--- config.mk ---
export PLATFORM = sky130hd
export DESIGN_NAME = control_word_gen
export DESIGN_NICKNAME = d
export VERILOG_FILES = /design/src/rtl/control_word_gen_pkg.sv /design/src/rtl/control_word_gen_debounce_sync.sv /design/src/rtl/control_word_gen.sv
export SDC_FILE = /design/constraint.sdc
export NUM_CORES = 1
export LEC_CHECK = 0
export CORE_UTILIZATION = 55
export CTS_CLUSTER_SIZE = 12
export DETAILED_ROUTE_END_ITERATION = 7
export GPL_TIMING_DRIVEN = 0
export PLACE_DENSITY = 0.74
export SETUP_SLACK_MARGIN = 0.3
export SLEW_MARGIN = 20
export SYNTH_ARGS = -nofsm -noshare
export SYNTH_HDL_FRONTEND = slang
export SYNTH_SLANG_ARGS = --single-unit
export TNS_END_PERCENT = 100
--- constraint.sdc ---
create_clock -name clock -period 5.1 [get_ports clock]
set_clock_uncertainty 0.15 [all_clocks]
set_input_delay 0.765 -clock clock [delete_from_list [all_inputs] [get_ports clock]]
set_output_delay 0.765 -clock clock [all_outputs]
set_load 0.01 [all_outputs]
--- src/rtl/control_word_gen_pkg.sv ---
// Shared definitions for the control word: field positions, debounce default
// and the pulse generator state type. Consumers of the control word import this too.
package control_word_gen_pkg;

    localparam int DEBOUNCE_DEFAULT = 650000;

    localparam int CW_WIDTH   = 15;
    localparam int VALUE_LSB  = 0;
    localparam int VALUE_MSB  = 7;
    localparam int SEL_T      = 10;
    localparam int SEL_F      = 11;
    localparam int ENTER      = 12;
    localparam int MODE_LSB   = 13;
    localparam int MODE_MSB   = 14;

    // Layout of the raw input bus feeding the debouncers
    localparam int NUM_INPUTS = 13;
    localparam int IN_MODE_LSB = 8;
    localparam int IN_MODE_MSB = 9;
    localparam int IN_BTN_LSB  = 10;
    localparam int IN_BTN_MSB  = 12;

    // Bit order of the three-button group {sel_t, sel_f, enter}
    localparam int BTN_ENTER = 0;
    localparam int BTN_SEL_F = 1;
    localparam int BTN_SEL_T = 2;

    typedef enum logic {
        IDLE,
        ENTER_PENDING
    } pulse_state_t;

endpackage

--- src/rtl/control_word_gen_debounce_sync.sv ---
// One input bit: two-flop synchronizer followed by a saturating stability counter.
// The debounced output flips only after the synchronized bit disagrees for DEBOUNCE_CYCLES cycles.
module debounce_sync
    import control_word_gen_pkg::*;
#(
    parameter int DEBOUNCE_CYCLES = DEBOUNCE_DEFAULT
) (
    input  logic clock,
    input  logic reset,
    input  logic raw,
    output logic debounced
);

    localparam int CNT_W = $clog2(DEBOUNCE_CYCLES + 1);
    localparam logic [CNT_W-1:0] LAST = CNT_W'(DEBOUNCE_CYCLES - 1);

    logic             meta;
    logic             sync;
    logic [CNT_W-1:0] count;

    // Count never passes LAST: reaching it flips the output and clears the count.
    always_ff @(posedge clock) begin
        if (reset) begin
            meta      <= 1'b0;
            sync      <= 1'b0;
            count     <= '0;
            debounced <= 1'b0;
        end else begin
            meta <= raw;
            sync <= meta;
            if (sync != debounced) begin
                if (count >= LAST) begin
                    debounced <= sync;
                    count     <= '0;
                end else begin
                    count <= count + CNT_W'(1);
                end
            end else begin
                count <= '0;
            end
        end
    end

endmodule

--- src/rtl/control_word_gen.sv ---
// Turns raw switches and buttons into a registered control word: debounced value
// and mode fields plus arbitrated single-cycle select/enter pulses.
module control_word_gen
    import control_word_gen_pkg::*;
#(
    parameter int DEBOUNCE_CYCLES = DEBOUNCE_DEFAULT
) (
    input  logic                clock,
    input  logic                reset,
    input  logic [7:0]          switches,
    input  logic [1:0]          mode_sw,
    input  logic                btn_enter,
    input  logic                btn_sel_f,
    input  logic                btn_sel_t,
    output logic [CW_WIDTH-1:0] controls
);

    // Buttons may only arm once the whole input path has had time to reflect the real level
    localparam int WARM_W = $clog2(DEBOUNCE_CYCLES + 3);
    localparam logic [WARM_W-1:0] WARM_DONE = WARM_W'(DEBOUNCE_CYCLES + 2);

    logic [NUM_INPUTS-1:0] raw_bus;
    logic [NUM_INPUTS-1:0] deb_bus;

    assign raw_bus = {btn_sel_t, btn_sel_f, btn_enter, mode_sw, switches};

    for (genvar i = 0; i < NUM_INPUTS; i++) begin : g_deb
        debounce_sync #(
            .DEBOUNCE_CYCLES(DEBOUNCE_CYCLES)
        ) u_deb (
            .clock    (clock),
            .reset    (reset),
            .raw      (raw_bus[i]),
            .debounced(deb_bus[i])
        );
    end

    logic [2:0]        btn_deb;
    logic [2:0]        btn_prev;
    logic [2:0]        btn_armed;
    logic [2:0]        btn_rise;
    logic [WARM_W-1:0] warm;
    logic              value_changed;
    logic              value_moving;
    logic [7:0]        value_next;
    logic              sel_f_pulse;
    logic              sel_t_pulse;
    logic              enter_req;
    logic              enter_issue;
    pulse_state_t      state;
    pulse_state_t      state_next;
    logic [CW_WIDTH-1:0] controls_next;

    assign btn_deb    = deb_bus[IN_BTN_MSB:IN_BTN_LSB];
    assign btn_rise   = btn_deb & ~btn_prev & btn_armed;
    assign value_next = deb_bus[7:0];

    // Enter waits out any select pulse and any value change in this or the previous cycle.
    always_comb begin
        state_next    = state;
        controls_next = '0;

        sel_f_pulse  = btn_rise[BTN_SEL_F];
        sel_t_pulse  = btn_rise[BTN_SEL_T] & ~btn_rise[BTN_SEL_F];
        value_moving = (value_next != controls[VALUE_MSB:VALUE_LSB]);
        enter_req    = btn_rise[BTN_ENTER] | (state == ENTER_PENDING);
        enter_issue  = enter_req & ~(sel_f_pulse | sel_t_pulse | value_moving | value_changed);

        if (enter_issue) begin
            state_next = IDLE;
        end else if (enter_req) begin
            state_next = ENTER_PENDING;
        end

        controls_next[VALUE_MSB:VALUE_LSB] = value_next;
        controls_next[MODE_MSB:MODE_LSB]   = deb_bus[IN_MODE_MSB:IN_MODE_LSB];
        controls_next[SEL_T]               = sel_t_pulse;
        controls_next[SEL_F]               = sel_f_pulse;
        controls_next[ENTER]               = enter_issue;
    end

    always_ff @(posedge clock) begin
        if (reset) begin
            btn_prev      <= '0;
            btn_armed     <= '0;
            warm          <= '0;
            value_changed <= 1'b0;
            state         <= IDLE;
            controls      <= '0;
        end else begin
            btn_prev      <= btn_deb;
            value_changed <= value_moving;
            state         <= state_next;
            controls      <= controls_next;
            if (warm == WARM_DONE) begin
                btn_armed <= btn_armed | ~btn_deb;
            end else begin
                warm <= warm + WARM_W'(1);
            end
        end
    end

endmodule

# == After elaboration in Yosys (flattened, before gate mapping) ==
# Index checks and enable logic that the tools add are counted.
# word_totals
reg_bits,342
in_bits,15
out_inout_bits,15
word_cells,154
# classes
n_addsub,14
n_lt_le_gt_ge,13
n_eq_ne,15
bitwise,26
reduce_logical,27
# op_table
op,count
"20-bit by 1-bit adder with 20-bit output, second input constant",14
"20-bit >= comparator, second input constant",13
3-bit OR reduction,13
2-bit AND reduction,13
"20-bit equality test, second input constant",1
1-bit inverter,15
1-bit != test,13
8-bit != test,1
3-bit AND,2
3-bit inverter,2
1-bit bitwise OR,4
3-bit bitwise OR,1
1-bit AND,2
2-bit OR reduction,1

# == Logic depth before layout (Yosys ltp) ==
# Gate-level depths: netlist of the first run.
# depth
ltp_word,11
mapped_depth,7

# == Hierarchy ==
# From an unflattened synthesis of the first run, not the netlist that was laid out.
# hier_totals
cells_unflattened,1710
area_unflattened_um2,15434.8
# by_module_without_submodules
module,instances,cells_each,area_each_um2
debounce_sync (g_deb[0].u_deb ...),12,118,1057.3
control_word_gen,1,179,1712.9
debounce_sync (g_deb[9].u_deb),1,115,1034.7

# == Worst setup path after synthesis of the first run ==
# Ideal clock, no wire load.
# synth_path
kind,reg-to-reg
startpoint,reg warm[1]
endpoint,reg warm[14]
setup_ps,71
t_arrival_ps,1795
path_slack_ps,3085
path_stages_with_launch,7
period_less_slack_ps,2015
path_cell_list,dfxtp_1 > ha_1 > nand3_2 > or4_1 > buf_2 > or3_1 > a21oi_1
# synth_between
elab_chain_len,1
word_cells_on_any_way,2
# synth_lines
item,line,text
start: declaration,control_word_gen.sv:42,logic [WARM_W-1:0] warm;
start signal: assignment,control_word_gen.sv:98,warm <= warm + WARM_W'(1);
20-bit by 1-bit adder with 20-bit output / 20-bit equality test (equally long branches),"control_word_gen.sv:98, control_word_gen.sv:95",
# Several ways; a longest one is shown, not always the timed one.
# A chain may end at the register's enable or synchronous reset.

# == Worst setup path in the final report of the first run ==
# layout_path
startpoint,reg controls[0]
endpoint,out controls[0]
# layout_lines
item,line,text
start: declaration,control_word_gen.sv:15,output logic [CW_WIDTH-1:0] controls
start signal: assignment,control_word_gen.sv:94,controls <= controls_next;
# No word-level cell between the ends.

==> flow_summary.json, run 1 <==
{
  "hold_end": "controls[10]$_SDFF_PP0_",
  "switching_power_mw": 1.02,
  "placedCellCount": 1968,
  "fin_util_pct": 63.3,
  "gp_congestion": 0.810,
  "vdd_ir_drop_max_uv": 280,
  "p_comb_share_pct": 1.4,
  "design.portCount": 30,
  "wl_per_cell_um": 12.7,
  "stdcell_area_um2": 16000,
  "drtPass1Iterations": 5,
  "synthesis.area_um2": 14300,
  "p_int_mw": 4.12,
  "ys_seq_area_share_pct": 47.7,
  "cp.required_ns": 4.18,
  "critPathMaxStageDelay_ns": 0.56,
  "wirelength_mm": 25.8,
  "yosysWarnings": 0,
  "vias": 10700,
  "cts_tree": "yes",
  "ys_ff_latch": 340,
  "syn2layout_area_growth_pct": 12.2,
  "fp.dieArea_um2": 26600,
  "cp_cell_sequence": "clkdlybuf4s50_1",
  "fp.coreArea_um2": 25300,
  "critPathCaptureType": "primary output",
  "die_h_um": 163,
  "place_ws_ns": 2.43,
  "clk_pin_slew_ns": 0.06,
  "layout_setup_ws_ns": 2.74,
  "antenna_left": 0,
  "p_seq_share_pct": 52.1,
  "r2r-end": "g_deb[7].u_deb.count[12]$_SDFF_PP0_",
  "tns_ns": 0,
  "clkLatencyLatePin_ns": 0.50,
  "place_area_um2": 15000,
  "fin_cells": 2026,
  "postCtsSetupRepairBufs": 0,
  "timing_hold_violations_final": 0,
  "critPathBufInv": 1,
  "drive_gt1_share_pct": 5.07,
  "initial_utilization_pct": 56.4,
  "slew-limit-headroom_pct": 46.2,
  "hold_class": "register to register",
  "cap_violations": 0,
  "synth_area_per_cell_um2": 8.87,
  "reg2reg_from": "g_deb[7].u_deb.count[0]$_SDFF_PP0_",
  "drc_errors": 0,
  "first_global_vias": 10100,
  "leakage_nw": 5.27,
  "rows": 58,
  "period_needed_ns": 2.36,
  "finish.net_count": 1706,
  "powerDensity_nw_per_um2": 321,
  "antenna_found_initial": 1,
  "cp.arrival_ns": 1.44,
  "finalMaxSlewViolations": 0,
  "die_x_um": 163,
  "grt_pass1_wl_mm": 44.8,
  "clock_path_buffers": 3,
  "htreeDepth": 2,
  "fin_crit_sh_pct": 46.2,
  "whs_ns": 0.273,
  "whs_path_depth": 1,
  "crit_slowest_cell": "clkdlybuf4s50_1",
  "crit_fanout": 2,
  "drt_iter0_markers": 619,
  "rrSetupSlack_ns": 2.76,
  "synth_cell_types": 58,
  "switching_share_pct": 19.9,
  "cts_resized": 0,
  "rsz0062_at_grt": "false",
  "fin_total_pwr_mw": 5.14,
  "clkPwrFrac_pct": 46.4,
  "syn-instance-count": 1611,
  "tightestPinTransition_ns": 0.799,
  "critPathTopFamily": "buffers and inverters",
  "max_freq_mhz": 425,
  "synthArstFlopShare_pct": 0,
  "cts_root_buf": "clkbuf_16",
  "grt_use_total_pct": 20.1,
  "setup_violations": 0,
  "grt_max_degree": 13,
  "dp_hpwl_mm": 17.9,
  "synthFlopType": "dfxtp_1",
  "crit_path_start_kind": "register",
  "cts.hold.buffers_added": 0,
  "worstHoldStart": "btn_prev[2]$_SDFF_PP0_",
  "placement.io_buffers": 26,
  "vias_per_cell": 5.28,
  "cts_sinks": 340,
  "status": "finished, final reports clean",
  "synth_edf_count": 0,
  "r2r_cells": 7,
  "crit_type": "register to primary output",
  "grt_overflow": 0,
  "cts_made_buffers": 36
}
## worst register-to-register path, cell delays in order (launching register included)
cell and delay [ns]:
dfxtp_1 0.33, ha_1 0.23, nand3_1 0.23, nand3_1 0.11
a32oi_1 0.40, nand2_1 0.34, clkbuf_1 0.33, nor2_1 0.15
## cells in the mapped netlist (7+ instances only)
cell type	count	area [um2]
nor2_1	375	1410
dfxtp_1	340	6810
xnor2_1	134	1170
xor2_1	123	1080
nand2_1	96	360
nand3_1	96	480
nand4_1	64	400
nor2b_1	47	294
inv_1	42	158
nor4_1	39	244
a21oi_1	24	120
nor3_1	22	110
and3_1	20	125
and4_1	19	166
clkbuf_1	18	67.6
ha_1	15	188
or4_1	11	82.6
buf_2	10	50.1
o21ai_0	9	45.0
a41oi_1	8	70.1
mux2i_1	7	70.1
o31ai_1	7	52.6
## per-layer routing
metal / track usage, % / vias to the layer above / part of all wire [%] / wire length, um
li1: - / 5566 / - / -
met1: 25.5 / 4974 / 48 / 12300
met2: 34.7 / 112 / 47 / 12200
met3: 3.20 / 36 / 3.3 / 857
met4: 6.07 / 0 / 1.7 / 427
met5: 0 / - / 0 / 0
## kinds of logic after synthesis
family          share of synthesized area [%]
compound gates                           3.57
xor+xnor                                 15.8
fa+ha+maj                                1.31
buf+inv                                  2.40
flops                                    47.7
mux                                     0.964
other cells                            0.0263
simple gates                             28.3
## worst max path at each step
stage,from,endpoint,slack (ns),cells past startpoint
3_5_place_dp,reset,g_deb[5].u_deb.debounced$_SDFFE_PP0P_,2.43,4
5_1_grt,g_deb[7].u_deb.count[0]$_SDFF_PP0_,g_deb[7].u_deb.count[17]$_SDFF_PP0_,2.60,7
6_report,controls[0]$_SDFF_PP0_,controls[0],2.74,1
3_3_place_gp,reset,warm[17]$_SDFFE_PP0P_,2.45,4
4_1_cts,controls[2]$_SDFF_PP0_,controls[2],2.72,1
2_1_floorplan,warm[1]$_SDFFE_PP0P_,warm[14]$_SDFFE_PP0P_,3.08,6
## power groups by stage
stage	Clock (mW)	Sequential, mW	Combinational [mW]
2_1_floorplan	0	2.74	0.0464
3_3_place_gp	0	2.74	0.0743
3_5_place_dp	0	2.74	0.0755
4_1_cts	2.45	2.68	0.0760
5_1_grt	2.58	2.68	0.0830
6_report	2.39	2.68	0.0744
## final cells by class
type | count | area [um2]
Inverter | 42 | 158
Timing Repair Buffer | 26 | 260
Clock buffer | 53 | 1020
Tap cell | 330 | 413
Multi-Input combinational cell | 1194 | 7140
Fill cell | 2125 | 9300
Antenna cell | 1 | 2.50
Sequential cell | 340 | 6810
Clock inverter | 4 | 45.0
Buffer | 36 | 185
## sequential cells by signal, indices dropped and copies added (netlist names)
signal / flops
value_changed: 1
g_deb.u_deb.count: 260
controls: 13
g_deb.u_deb.meta: 13
btn_armed: 3
g_deb.u_deb.debounced: 13
g_deb.u_deb.sync: 13
warm: 20
btn_prev: 3
state: 1
## layout by cell type, fill, tap and decap left out, types with 7 or more instances in the layout
cell             instances
or4_1                   11
dfxtp_1                340
nand4_1                 64
nor2_1                 375
and4_1                  19
o31ai_1                  7
clkdlybuf4s50_1         26
a21oi_1                 24
o21ai_0                  9
buf_2                   10
nor2b_1                 47
xor2_1                 123
clkbuf_1                31
clkbuf_16               37
nand3_1                 96
and3_1                  20
nor4_1                  39
nor3_1                  22
nand2_1                 96
ha_1                    15
inv_1                   42
xnor2_1                134
mux2i_1                  7
a41oi_1                  8
(Power assumes the default switching activity.)
==> run 2: changes to the inputs <==
==> constraint.sdc (replaced) <==
create_clock -name clock -period 2.3 [get_ports clock]
set_clock_uncertainty 0.15 [all_clocks]
set_input_delay 0.345 -clock clock [delete_from_list [all_inputs] [get_ports clock]]
set_output_delay 0.345 -clock clock [all_outputs]
set_load 0.01 [all_outputs]
==> run 2 against run 1 <==
Core utilization grew 2.7 points; via count rose by 1.5%; worst hold slack lost 0.087 ns; wire length up 5.3%; first-iteration DRC count decreased by 9.4%; register-to-register slack lost 2.5 ns; die area unchanged; sequential share of layout area shrank 1.5 points; cell area increased by 4.2%; flip-flop and latch count is the same; critical path depth grew 5; critical path type is now register to register; largest power group unchanged.
==> flow_summary.json, run 2 (same netlist as run 1, synthesis figures left out) <==
{
  "first_global_vias": 10100,
  "slew-limit-headroom_pct": 48.2,
  "finish.net_count": 1725,
  "r2r_cells": 6,
  "tightestPinTransition_ns": 0.777,
  "vdd_ir_drop_max_uv": 594,
  "antenna_found_initial": 1,
  "rows": 58,
  "cts_made_buffers": 37,
  "crit_path_start_kind": "register",
  "whs_ns": 0.186,
  "final_cell_mix": "nor2_1, dfxtp_1, xnor2_1",
  "cts_root_buf": "clkbuf_16",
  "period_needed_ns": 2.03,
  "htreeDepth": 2,
  "crit_fanout": 10,
  "grt_max_degree": 13,
  "vias_per_cell": 5.29,
  "design.portCount": 30,
  "drc_errors": 0,
  "grt_pass1_wl_mm": 45.5,
  "fin_crit_sh_pct": 88.1,
  "status": "finished, final reports clean",
  "place_ws_ns": -0.0392,
  "max_freq_mhz": 493,
  "clk_pin_slew_ns": 0.06,
  "tns_ns": 0,
  "fp.coreArea_um2": 25300,
  "grt_overflow": 0,
  "finalMaxSlewViolations": 0,
  "timing_hold_violations_final": 0,
  "initial_utilization_pct": 56.4,
  "clkLatencyLatePin_ns": 0.51,
  "largest_reg_flops": 260,
  "drtPass1Iterations": 5,
  "hold_class": "primary input to register",
  "die_h_um": 163,
  "top_regs": "g_deb.u_deb.count (260), warm (20)",
  "whs_path_depth": 2,
  "cp.arrival_ns": 2.31,
  "dp_hpwl_mm": 18.1,
  "layout_setup_ws_ns": 0.273,
  "cap_violations": 0,
  "drive_gt1_share_pct": 11.7,
  "vias": 10800,
  "rsz0062_at_grt": "true",
  "leakage_nw": 5.53,
  "antenna_left": 0,
  "wirelength_mm": 27.2,
  "fill_cells": 2047,
  "die_x_um": 163,
  "drt_iter0_markers": 561,
  "multiInputGateArea_um2": 7550,
  "critPathCaptureType": "register",
  "cp.required_ns": 2.58,
  "clock_path_buffers": 3,
  "cts_tree": "yes",
  "final_common_cell": "nor2_1",
  "gp_congestion": 0.812,
  "largest-register": "g_deb.u_deb.count",
  "cts.hold.buffers_added": 0,
  "powerDensity_nw_per_um2": 691,
  "grt_use_total_pct": 20.4,
  "setup_violations": 0,
  "crit_type": "register to register",
  "syn2layout_area_growth_pct": 17.0,
  "placement.io_buffers": 26,
  "seq_area_um2": 6840,
  "fp.dieArea_um2": 26600,
  "wl_per_cell_um": 13.3,
  "cts_sinks": 340
}
==> run 2: cell type report <==
cell class                 instances  share of cell area (%)
sequential                       340                    41.0
clock inverter                     6                   0.180
multi-input combinational       1194                    45.2
antenna                            1                  0.0150
timing repair buffer              44                    2.40
clock buffer                      55                    6.43
tap                              330                    2.47
buffer                            36                    1.39
inverter                          42                   0.944
==> run 2: metrics by stage <==
step	power [mW]	instances	area (um2)	utilization, %
5_1_grt	11.9	2048	16700	66.0
4_1_cts	11.7	2035	16200	64.1
3_3_place_gp	6.24	1968	15000	59.1
6_report	11.5	2048	16700	66.0
2_1_floorplan	6.17	1612	14300	-
3_5_place_dp	6.24	1968	15000	59.1
==> run 2: per-layer routing <==
metal	track usage, %	wire length [um]	vias up	part of all wire, %
met5	0	0	-	0
met4	7.77	743	0	2.7
met3	3.02	669	54	2.5
met2	35.0	13000	110	48
met1	25.7	12800	5075	47
li1	-	-	5604	-
==> run 2: timing repair <==
item / CTS / global route
setup endpoints to repair: 106 / 214
gates cloned: 0 / 2
pin swaps: 5 / 13
gates resized for setup: 28 / 111
setup buffers: 6 / 10
==> run 2: path summary, 6_finish.rpt <==
kind	from	endpoint	slack, ns
min	reset	controls[4]$_SDFF_PP0_	0.19
max	g_deb[0].u_deb.count[10]$_SDFF_PP0_	g_deb[0].u_deb.count[7]$_SDFF_PP0_	0.27
min reg2reg	value_changed$_SDFF_PP0_	controls[12]$_SDFF_PP0_	0.28
max reg2reg	g_deb[0].u_deb.count[10]$_SDFF_PP0_	g_deb[0].u_deb.count[7]$_SDFF_PP0_	0.27
==> run 2: power breakdown <==
group | total (mW) | internal, mW | switching, mW
logic | 0.188 | 0.0802 | 0.108
clock network | 5.41 | 3.20 | 2.21
registers | 5.94 | 5.92 | 0.0217
total | 11.5 | 9.20 | 2.34
==> run 2: critical path, cell delays in order, from the launching register on <==
cell      delay (ns)
dfxtp_4         0.34
or4_4           0.53
nor3_2          0.13
o211ai_1        0.15
or3_4           0.39
buf_8           0.16
nor2_1          0.10
